## src/rtl/eu_xbuf_mc_if.sv

```systemverilog
// Bus bundle for eu_xbuf_mc: write channels, lookup ports, occupancy and
// the speculative controls that exist only when EU_XBUF_SPEC_FLUSH_EN is defined.
interface eu_xbuf_mc_if #(
  parameter int unsigned DEPTH  = 8,
  parameter int unsigned NUM_WR = 2,
  parameter int unsigned NUM_RD = 2,
  parameter int unsigned ADDR_W = 8,
  parameter int unsigned DATA_W = 32
);
  localparam int unsigned CNT_W = $clog2(DEPTH + 1);

  logic [NUM_WR-1:0]        wr_valid_i;
  logic [NUM_WR*ADDR_W-1:0] wr_addr_i;
  logic [NUM_WR*DATA_W-1:0] wr_data_i;
  logic [NUM_WR-1:0]        wr_success_o;
  logic [NUM_RD-1:0]        rd_valid_i;
  logic [NUM_RD*ADDR_W-1:0] rd_addr_i;
  logic [NUM_RD*DATA_W-1:0] rd_data_o;
  logic [NUM_RD-1:0]        rd_success_o;
  logic [CNT_W-1:0]         count_o;
`ifdef EU_XBUF_SPEC_FLUSH_EN
  logic                     spec_flush_i;
  logic                     spec_commit_i;
`endif

  modport master (
    output wr_valid_i, wr_addr_i, wr_data_i, rd_valid_i, rd_addr_i,
`ifdef EU_XBUF_SPEC_FLUSH_EN
    output spec_flush_i, spec_commit_i,
`endif
    input  wr_success_o, rd_data_o, rd_success_o, count_o
  );

  modport slave (
    input  wr_valid_i, wr_addr_i, wr_data_i, rd_valid_i, rd_addr_i,
`ifdef EU_XBUF_SPEC_FLUSH_EN
    input  spec_flush_i, spec_commit_i,
`endif
    output wr_success_o, rd_data_o, rd_success_o, count_o
  );
endinterface

```

## src/rtl/eu_xbuf_mc.sv

```systemverilog
// Multi-channel tag-matched operand cross-buffer with registered lookups.
// Define EU_XBUF_SPEC_FLUSH_EN to enable speculative flush/commit on the tag MSB.
module eu_xbuf_mc #(
  parameter int unsigned DEPTH           = 8,
  parameter int unsigned NUM_WR          = 2,
  parameter int unsigned NUM_RD          = 2,
  parameter int unsigned ADDR_W          = 8,
  parameter int unsigned DATA_W          = 32,
  parameter bit          CONSUME_ON_READ = 1'b1
) (
  input  logic           clk,
  input  logic           reset,
  eu_xbuf_mc_if.slave    bus
);
  localparam int unsigned IDX_W = $clog2(DEPTH);
  localparam int unsigned CNT_W = $clog2(DEPTH + 1);

  logic [DEPTH-1:0]         valid_q, valid_n, valid_f;
  logic [ADDR_W-1:0]        addr_q [DEPTH];
  logic [ADDR_W-1:0]        addr_n [DEPTH];
  logic [ADDR_W-1:0]        addr_f [DEPTH];
  logic [DATA_W-1:0]        data_q [DEPTH];
  logic [DATA_W-1:0]        data_n [DEPTH];
  logic [NUM_WR-1:0]        wr_ok;
  logic [NUM_RD-1:0]        rd_hit;
  logic [DATA_W-1:0]        rd_word [NUM_RD];
  logic [DEPTH-1:0]         consumed;
  logic [CNT_W-1:0]         count_n;
  logic [NUM_RD-1:0]        rd_success_q;
  logic [NUM_RD*DATA_W-1:0] rd_data_q;
  logic [CNT_W-1:0]         count_q;

  logic [ADDR_W-1:0]        w_tag;
  logic                     w_found, w_refuse;
  logic [IDX_W-1:0]         w_idx;
  logic [ADDR_W-1:0]        r_tag;
  logic                     r_found;
  logic [IDX_W-1:0]         r_idx;

  // Writes in channel order; later channels see earlier channels' allocations
  always_comb begin
    valid_n  = valid_q;
    addr_n   = addr_q;
    data_n   = data_q;
    wr_ok    = '0;
    w_tag    = '0;
    w_found  = 1'b0;
    w_refuse = 1'b0;
    w_idx    = '0;
    for (int unsigned k = 0; k < NUM_WR; k++) begin
      w_tag   = bus.wr_addr_i[k*ADDR_W +: ADDR_W];
      w_found = 1'b0;
      w_idx   = '0;
      for (int unsigned i = 0; i < DEPTH; i++) begin
        if (!w_found && valid_n[i] && (addr_n[i] == w_tag)) begin
          w_found = 1'b1;
          w_idx   = IDX_W'(i);
        end
      end
      for (int unsigned i = 0; i < DEPTH; i++) begin
        if (!w_found && !valid_n[i]) begin
          w_found = 1'b1;
          w_idx   = IDX_W'(i);
        end
      end
`ifdef EU_XBUF_SPEC_FLUSH_EN
      w_refuse = bus.spec_flush_i && w_tag[ADDR_W-1];
`else
      w_refuse = 1'b0;
`endif
      if (bus.wr_valid_i[k] && w_found && !w_refuse) begin
        wr_ok[k]       = 1'b1;
        valid_n[w_idx] = 1'b1;
        addr_n[w_idx]  = w_tag;
        data_n[w_idx]  = bus.wr_data_i[k*DATA_W +: DATA_W];
      end
    end
  end

  // Lookups see pre-edge state only; lowest matching entry services a port
  always_comb begin
    consumed = '0;
    rd_hit   = '0;
    r_tag    = '0;
    r_found  = 1'b0;
    r_idx    = '0;
    for (int unsigned j = 0; j < NUM_RD; j++) rd_word[j] = '0;
    for (int unsigned j = 0; j < NUM_RD; j++) begin
      r_tag   = bus.rd_addr_i[j*ADDR_W +: ADDR_W];
      r_found = 1'b0;
      r_idx   = '0;
      for (int unsigned i = 0; i < DEPTH; i++) begin
        if (!r_found && valid_q[i] && (addr_q[i] == r_tag)) begin
          r_found = 1'b1;
          r_idx   = IDX_W'(i);
        end
      end
      if (bus.rd_valid_i[j] && r_found && !consumed[r_idx]) begin
        rd_hit[j]  = 1'b1;
        rd_word[j] = data_q[r_idx];
        if (CONSUME_ON_READ) consumed[r_idx] = 1'b1;
      end
    end
  end

  // Consume beats a same-cycle overwrite; flush beats commit
  always_comb begin
    valid_f = valid_n & ~consumed;
    addr_f  = addr_n;
`ifdef EU_XBUF_SPEC_FLUSH_EN
    if (bus.spec_flush_i) begin
      for (int unsigned i = 0; i < DEPTH; i++) begin
        if (addr_n[i][ADDR_W-1]) valid_f[i] = 1'b0;
      end
    end else if (bus.spec_commit_i) begin
      for (int unsigned i = 0; i < DEPTH; i++) addr_f[i][ADDR_W-1] = 1'b0;
    end
`endif
    count_n = '0;
    for (int unsigned i = 0; i < DEPTH; i++) count_n = count_n + CNT_W'(valid_f[i]);
  end

  always_ff @(posedge clk or posedge reset) begin
    if (reset) begin
      valid_q      <= '0;
      rd_success_q <= '0;
      rd_data_q    <= '0;
      count_q      <= '0;
    end else begin
      valid_q      <= valid_f;
      rd_success_q <= rd_hit;
      count_q      <= count_n;
      for (int unsigned j = 0; j < NUM_RD; j++) begin
        if (rd_hit[j]) rd_data_q[j*DATA_W +: DATA_W] <= rd_word[j];
      end
    end
  end

  // Tag/data storage is qualified by valid_q, so it needs no reset
  always_ff @(posedge clk) begin
    addr_q <= addr_f;
    data_q <= data_n;
  end

  assign bus.wr_success_o = reset ? '0 : wr_ok;
  assign bus.rd_success_o = rd_success_q;
  assign bus.rd_data_o    = rd_data_q;
  assign bus.count_o      = count_q;
endmodule

```

## src/flat_wrapper.sv

```systemverilog
// flat-port wrapper written by rule: the top's interface ports become plain ports
module eu_xbuf_mc_flat 
#(
  parameter int unsigned DEPTH           = 8,
  parameter int unsigned NUM_WR          = 2,
  parameter int unsigned NUM_RD          = 2,
  parameter int unsigned ADDR_W          = 8,
  parameter int unsigned DATA_W          = 32,
  parameter bit          CONSUME_ON_READ = 1'b1
)
  (clk, reset, bus_wr_valid_i, bus_wr_addr_i, bus_wr_data_i, bus_rd_valid_i, bus_rd_addr_i, bus_wr_success_o, bus_rd_data_o, bus_rd_success_o, bus_count_o);
  eu_xbuf_mc_if #(.DEPTH(DEPTH), .NUM_WR(NUM_WR), .NUM_RD(NUM_RD), .ADDR_W(ADDR_W), .DATA_W(DATA_W)) bus_i ();
  input  logic clk;
  input  logic reset;
  input wire logic [$bits(bus_i.wr_valid_i)-1:0] bus_wr_valid_i;
  input wire logic [$bits(bus_i.wr_addr_i)-1:0] bus_wr_addr_i;
  input wire logic [$bits(bus_i.wr_data_i)-1:0] bus_wr_data_i;
  input wire logic [$bits(bus_i.rd_valid_i)-1:0] bus_rd_valid_i;
  input wire logic [$bits(bus_i.rd_addr_i)-1:0] bus_rd_addr_i;
  output wire logic [$bits(bus_i.wr_success_o)-1:0] bus_wr_success_o;
  output wire logic [$bits(bus_i.rd_data_o)-1:0] bus_rd_data_o;
  output wire logic [$bits(bus_i.rd_success_o)-1:0] bus_rd_success_o;
  output wire logic [$bits(bus_i.count_o)-1:0] bus_count_o;
  assign bus_i.wr_valid_i = bus_wr_valid_i;
  assign bus_i.wr_addr_i = bus_wr_addr_i;
  assign bus_i.wr_data_i = bus_wr_data_i;
  assign bus_i.rd_valid_i = bus_rd_valid_i;
  assign bus_i.rd_addr_i = bus_rd_addr_i;
  assign bus_wr_success_o = bus_i.wr_success_o;
  assign bus_rd_data_o = bus_i.rd_data_o;
  assign bus_rd_success_o = bus_i.rd_success_o;
  assign bus_count_o = bus_i.count_o;
  eu_xbuf_mc #(.DEPTH(DEPTH), .NUM_WR(NUM_WR), .NUM_RD(NUM_RD), .ADDR_W(ADDR_W), .DATA_W(DATA_W), .CONSUME_ON_READ(CONSUME_ON_READ)) u_core (.clk(clk), .reset(reset), .bus(bus_i));
endmodule
```

## config.mk

```make
export PLATFORM = sky130hd
export DESIGN_NAME = eu_xbuf_mc_flat
export DESIGN_NICKNAME = d
export VERILOG_FILES = /design/src/rtl/eu_xbuf_mc_if.sv /design/src/rtl/eu_xbuf_mc.sv /design/src/flat_wrapper.sv
export SDC_FILE = /design/constraint.sdc
export NUM_CORES = 2
export LEC_CHECK = 0
export CORE_MARGIN = 4
export CORE_UTILIZATION = 58
export CTS_BUF_LIST = sky130_fd_sc_hd__clkbuf_8 sky130_fd_sc_hd__clkbuf_16
export DETAILED_ROUTE_END_ITERATION = 6
export DONT_BUFFER_PORTS = 1
export PLACE_DENSITY_LB_ADDON = 0.25
export SKIP_CTS_REPAIR_TIMING = 1
export SYNTH_ARGS = -nofsm -noshare
export SYNTH_HDL_FRONTEND = slang
export SYNTH_SLANG_ARGS = --single-unit
```

## constraint.sdc

```tcl
create_clock -name clk -period 7.6 [get_ports clk]
set_input_delay 1.52 -clock clk [delete_from_list [all_inputs] [get_ports clk]]
set_output_delay 1.52 -clock clk [all_outputs]
set_load 0.05 [all_outputs]
```

# == Word-level counts from Yosys, hierarchy flattened ==
# Memory sizes are Yosys's and may differ from the RTL's.
# Cells that the tools add are included.
# op_classes
n_reduce_logical,150
eq_ne,32
n_mux,136
n_lt_le_gt_ge,14
addsub,7
bitwise_logic,9
# op_table
operator,count
bitwise mux 256 bit,2
2-to-1 mux 256 bit,2
equality test 8 bit,32
2-to-1 mux 32 bit,8
binary-select mux 32 bit (select 3 bit),2
demux 32 bit (select 3 bit),2
bitwise mux 64 bit,2
2-to-1 mux 64 bit,2
2-to-1 mux 3 bit,34
logical AND 1 bit,88
logical NOT 1 bit,62
2-to-1 mux 1 bit,62
demux 8 bit (select 3 bit),2
2-to-1 mux 8 bit,6
adder 4 x 1 -> 4 bit,6
OR 8 bit,3
greater-or-equal comparator 4 bit (second input constant),4
< comparator 3 x 4 -> 1 bit (second input constant),4
inverter 3 -> 4 bit,4
2-to-1 mux 2 bit,7
demux 1 bit (select 3 bit),4
greater-or-equal comparator 3 x 1 -> 1 bit (second input constant),4
AND 8 bit,1
< comparator 4 x 1 -> 1 bit (second input constant),2
3 further kinds,3
# word_totals
output_inout_bits,72
wordCells,370
regBits,398
n_memories,1
mem_bits_ro,8
# memory_table
memory,words,word_bits,rd,rd_clocked_by_memory_dff,write_ports,line_no,text
(no name shown),8,1,1,0,0,eu_xbuf_mc.sv:98,if (bus.rd_valid_i[j] && r_found && !consumed[r_idx]) begin

# == Depth between registers and ports, before layout ==
# logic_depth
word_depth,131
mapped_depth,26
ltp_nobuf,21

# == Least setup slack after synthesis ==
# No wires, ideal clock.
# synth_timing
path_type,input to register
from,input port bus_wr_addr_i[4]
to,register u_core.count_q[2] (netlist: u_core.bus.count_o[2])
setup_ps,122
stages,24
arrival_time_ps,7566
slack_ps,-88
required_time_ps,7478
cell_sequence,buf_4 buf_4 xor2_1 nor3_1 nand4_1 or4b_4 or3_4 a211oi_4 mux2_2 o22ai_1 a2bb2oi_2 nand4_2 o211ai_4 nand3_1 buf_2 a221oi_1 ha_1 inv_1 fa_1 fa_1 inv_1 fa_1 fa_1 xor2_1
# synth_via
elab_chain_cells,131
# synth_lines
item,line_no,text
from (decl),flat_wrapper.sv:16,input wire logic [$bits(bus_i.wr_addr_i)-1:0] bus_wr_addr_i;
equality test 8 bit,eu_xbuf_mc.sv:55,if (!w_found && valid_n[i] && (addr_n[i] == w_tag)) begin
logical AND 1 bit,eu_xbuf_mc.sv:55,
2-to-1 mux 1 bit,eu_xbuf_mc.sv:55,
logical NOT 1 bit,eu_xbuf_mc.sv:55,
logical AND 1 bit (2 in a row),eu_xbuf_mc.sv:55,
2-to-1 mux 1 bit,eu_xbuf_mc.sv:55,
logical NOT 1 bit,eu_xbuf_mc.sv:55,
logical AND 1 bit (2 in a row),eu_xbuf_mc.sv:55,
[... 110 more ...],-,
demux 1 bit (select 3 bit),-,
OR 8 bit (no source line),-,
2-to-1 mux 8 bit *,eu_xbuf_mc.sv:71,if (bus.wr_valid_i[k] && w_found && !w_refuse) begin
AND 8 bit *,eu_xbuf_mc.sv:108,valid_f = valid_n & ~consumed;
via u_core.valid_f[1],eu_xbuf_mc.sv:18,"logic [DEPTH-1:0] valid_q, valid_n, valid_f;"
adder 1 x 1 -> 2 bit *,eu_xbuf_mc.sv:120,for (int unsigned i = 0; i < DEPTH; i++) count_n = count_n + CNT_W'(valid_f[i]);
adder 4 x 1 -> 4 bit * (6 in a row),eu_xbuf_mc.sv:120,
via u_core.count_n[2],eu_xbuf_mc.sv:28,logic [CNT_W-1:0] count_n;
to (signal assigned),eu_xbuf_mc.sv:132,count_q <= count_n;
to (decl),eu_xbuf_mc.sv:31,logic [CNT_W-1:0] count_q;
# Mark *: on every way through the listed nets, which the timed path passes. The rest lies on a longest branch.
# A chain may end at the register's enable or synchronous reset.

# == Final worst setup path ==
# layout_timing
from,input port bus_wr_addr_i[1]
to,register u_core.count_q[2] (netlist: u_core.bus.count_o[2])
# The elaborated chain is that of the path after synthesis.

==> reports/results.ini <==
[synth]
syn-num-nets=2947
netlist-cell-type-count=85
ys_top_cells_by_area=dfxtp_1 (25%), mux2_2 (19%), dfrtp_1 (7.6%)
ys_ff_latch=398
synth-edff-count=0
yosysTopAreaCell=dfxtp_1
ys_warn_count=0
synth_area_sq_mm=0.0256
synth_common_cells=nand2_1 (450), mux2_2 (430), dfxtp_1 (320), mux2i_1 (195), xnor2_1 (195)
synth_area_per_cell_sq_um=9.01
async_flop_share_pct=19.6
synth_cells=2838
synth_top_area_share_pct=25.1
synth_most_common_cell=nand2_1
synthFlopType=dfxtp_1
ys_seq_area_share_pct=32.7

[place]
globalplace.congestion=1.00
post-place-ws_ns=0.0130
port_buffers=0
dpl.hpwl_microns=59500
placed_area_sq_mm=0.0262

[critical_path]
startpoint_type=primary input
path_max_fanout=21
required_ns=8.06
worstSetupPathType=primary input to flip-flop
worstSetupEndpointType=flip-flop
critPathArrivalTime_ns=7.54

[cts]
root_buffer=clkbuf_16
clock_sinks=398
clkSlewWorstSetupHoldPaths_ns=0.06
clkLatencyLatePin_ns=0.58
cts_tree=done
h-tree-depth=2
numCtsBuffers=44
clock_path_buffers=3

[power_and_ir_drop]
power_density_mw_per_mm2=472
peakVddDrop_mv=0.304
p_leak_nw=11.7

[routing]
dr.pass1.iters=5
routed_wirelength_microns=93300
viasPerCell=6.73
postRouteAntennaNets=0
drc=0
wl_per_cell_microns=27.9
via_count=22476
drtIter0Drc=2725

[sta]
fmax_ghz=0.141
worst_slack_ns=0.516
setup_viol=0
tightest_slew_ns=1.09
slew-limit-headroom_pct=27.5
rsz0062_at_grt=false
hold_violations=0
fin_setup_tns_ns=0
min_period_ns=7.08
finClkSkew_ns=0.0141
period_share_pct=93.2
finalMaxSlewViolations=0

[floorplanning]
dieArea_sq_mm=0.0475
rows=76
start_util_pct=58.9
core_sq_mm=0.0434
die_w_microns=218
pin_count=174
fp.dieH_microns=218

[global_routing]
globalRouteOverflowTotal=0
grt_pass1_wl_microns=138000
antenna_found_initial=1
grt_pass1_vias=22404
grt_max_degree=73
grt_use_total_pct=38.0

[cells_and_area]
finish.instance_area_sq_mm=0.0277
nets=2828
drive_above_1_share_pct=24.4
syn2layout_area_growth_pct=8.23

[job]
drv_cap=0

[worst_hold_path]
hp-class=flip-flop to flip-flop

[outcome]
status=finished, final reports clean

final cells by class:
type | count | area [sq um]
Antenna cell | 1 | 2.50
Clock buffer | 57 | 1300
Clock inverter | 25 | 184
Timing Repair Buffer | 104 | 781
Fill cell | 3659 | 15700
Inverter | 25 | 96.3
Tap cell | 585 | 732
Multi-Input combinational cell | 2146 | 16200
Sequential cell | 398 | 8360
kinds of logic after synthesis:
logic type	Yosys count	share of synthesized area, %
compound gates	445	11.4
xor+xnor	246	8.46
fa+ha+maj	7	0.460
buf+inv	294	4.67
flops	398	32.7
mux	657	28.1
simple gates	791	14.2
metrics by stage:
stage | instances | util [%] | hold WS (ns) | total power, mW
finish | 3341 | 63.8 | 0.602 | 13.0
global route | 3341 | 63.8 | 0.634 | 13.7
CTS | 3340 | 63.8 | 0.601 | 12.9
detailed placement | 3258 | 60.4 | 0.584 | 10.7
global placement | 3258 | 60.4 | 0.574 | 10.4
floorplan | 2838 | - | 0.555 | 9.08
routing by layer:
metal	GRT usage (%)	vias to the layer above	routed length, microns
li1	-	9762	-
met1	49.3	10832	36600
met2	58.6	1535	40500
met3	10.6	347	11200
met4	18.4	0	5010
met5	0	-	0
path summary, 6_finish.rpt:
kind                                    start                      end  slack [ns]  cells after the start
max                          bus_wr_addr_i[1]    u_core.bus.count_o[2]        0.52                     22
min in group asynchronous               reset    u_core.bus.count_o[0]        0.84                      1
max reg2reg                 u_core.addr_q[61]    u_core.bus.count_o[2]        0.79                     22
min reg2reg                u_core.data_q[171]       u_core.data_q[171]        0.60                      3
min                        u_core.data_q[171]       u_core.data_q[171]        0.60                      3
max in group asynchronous               reset  u_core.bus.rd_data_o[4]        5.67                      2
flip-flops by register name (all words and copies together) (netlist names):
register	count
u_core.data_q	256
u_core.addr_q	64
u_core.bus.rd_success_o	2
u_core.bus.count_o	4
u_core.bus.rd_data_o	64
u_core.valid_q	8
cell usage in the layout, fill, tap and decap left out, types with 8 or more instances in the layout:
cell type  count
nand4_1       39
nor3_1        37
inv_1         33
a211oi_1      34
a21o_1         8
o221ai_1      11
o21ai_0      145
buf_4        104
or3_1         11
clkbuf_16     46
and2_1        41
or2_2         11
dfxtp_1      320
nand2b_1      16
a21oi_1       40
xor2_1        50
a31oi_1       36
mux2_1        26
clkbuf_8      11
nor4_1        12
nor2_1        48
dfrtp_1       78
o211ai_1      10
mux2i_1      195
o21a_1        15
nand3_1       75
nand2_1      445
xnor2_1      195
a22oi_1       33
o22ai_1       47
mux2_2       429
critical path, stage by stage:
cell and delay, ns:
xor2_1 0.16, nor4_1 0.07, nand4_1 0.12, or4b_4 0.48
or3_4 0.38, a211oi_4 0.44, buf_4 0.41, a21oi_1 0.13
o22ai_2 0.20, a2bb2oi_2 0.25, nand4_2 0.18, o211ai_4 0.29
nand3_2 0.13, a221oi_2 0.31, ha_1 0.28, inv_1 0.07
fa_1 0.42, fa_1 0.57, inv_1 0.07, fa_1 0.42
fa_1 0.46, xor2_1 0.16
report_power, final:
group / total [mW] / leakage (nW) / switching (mW) / internal [mW]
combinational: 5.89 / 7.22 / 2.83 / 3.06
sequential: 4.97 / 3.69 / 1.75 / 3.21
clock: 2.19 / 0.777 / 0.919 / 1.27
total: 13.0 / 11.7 / 5.50 / 7.55
Note: power is estimated with default switching activity, not from simulation.
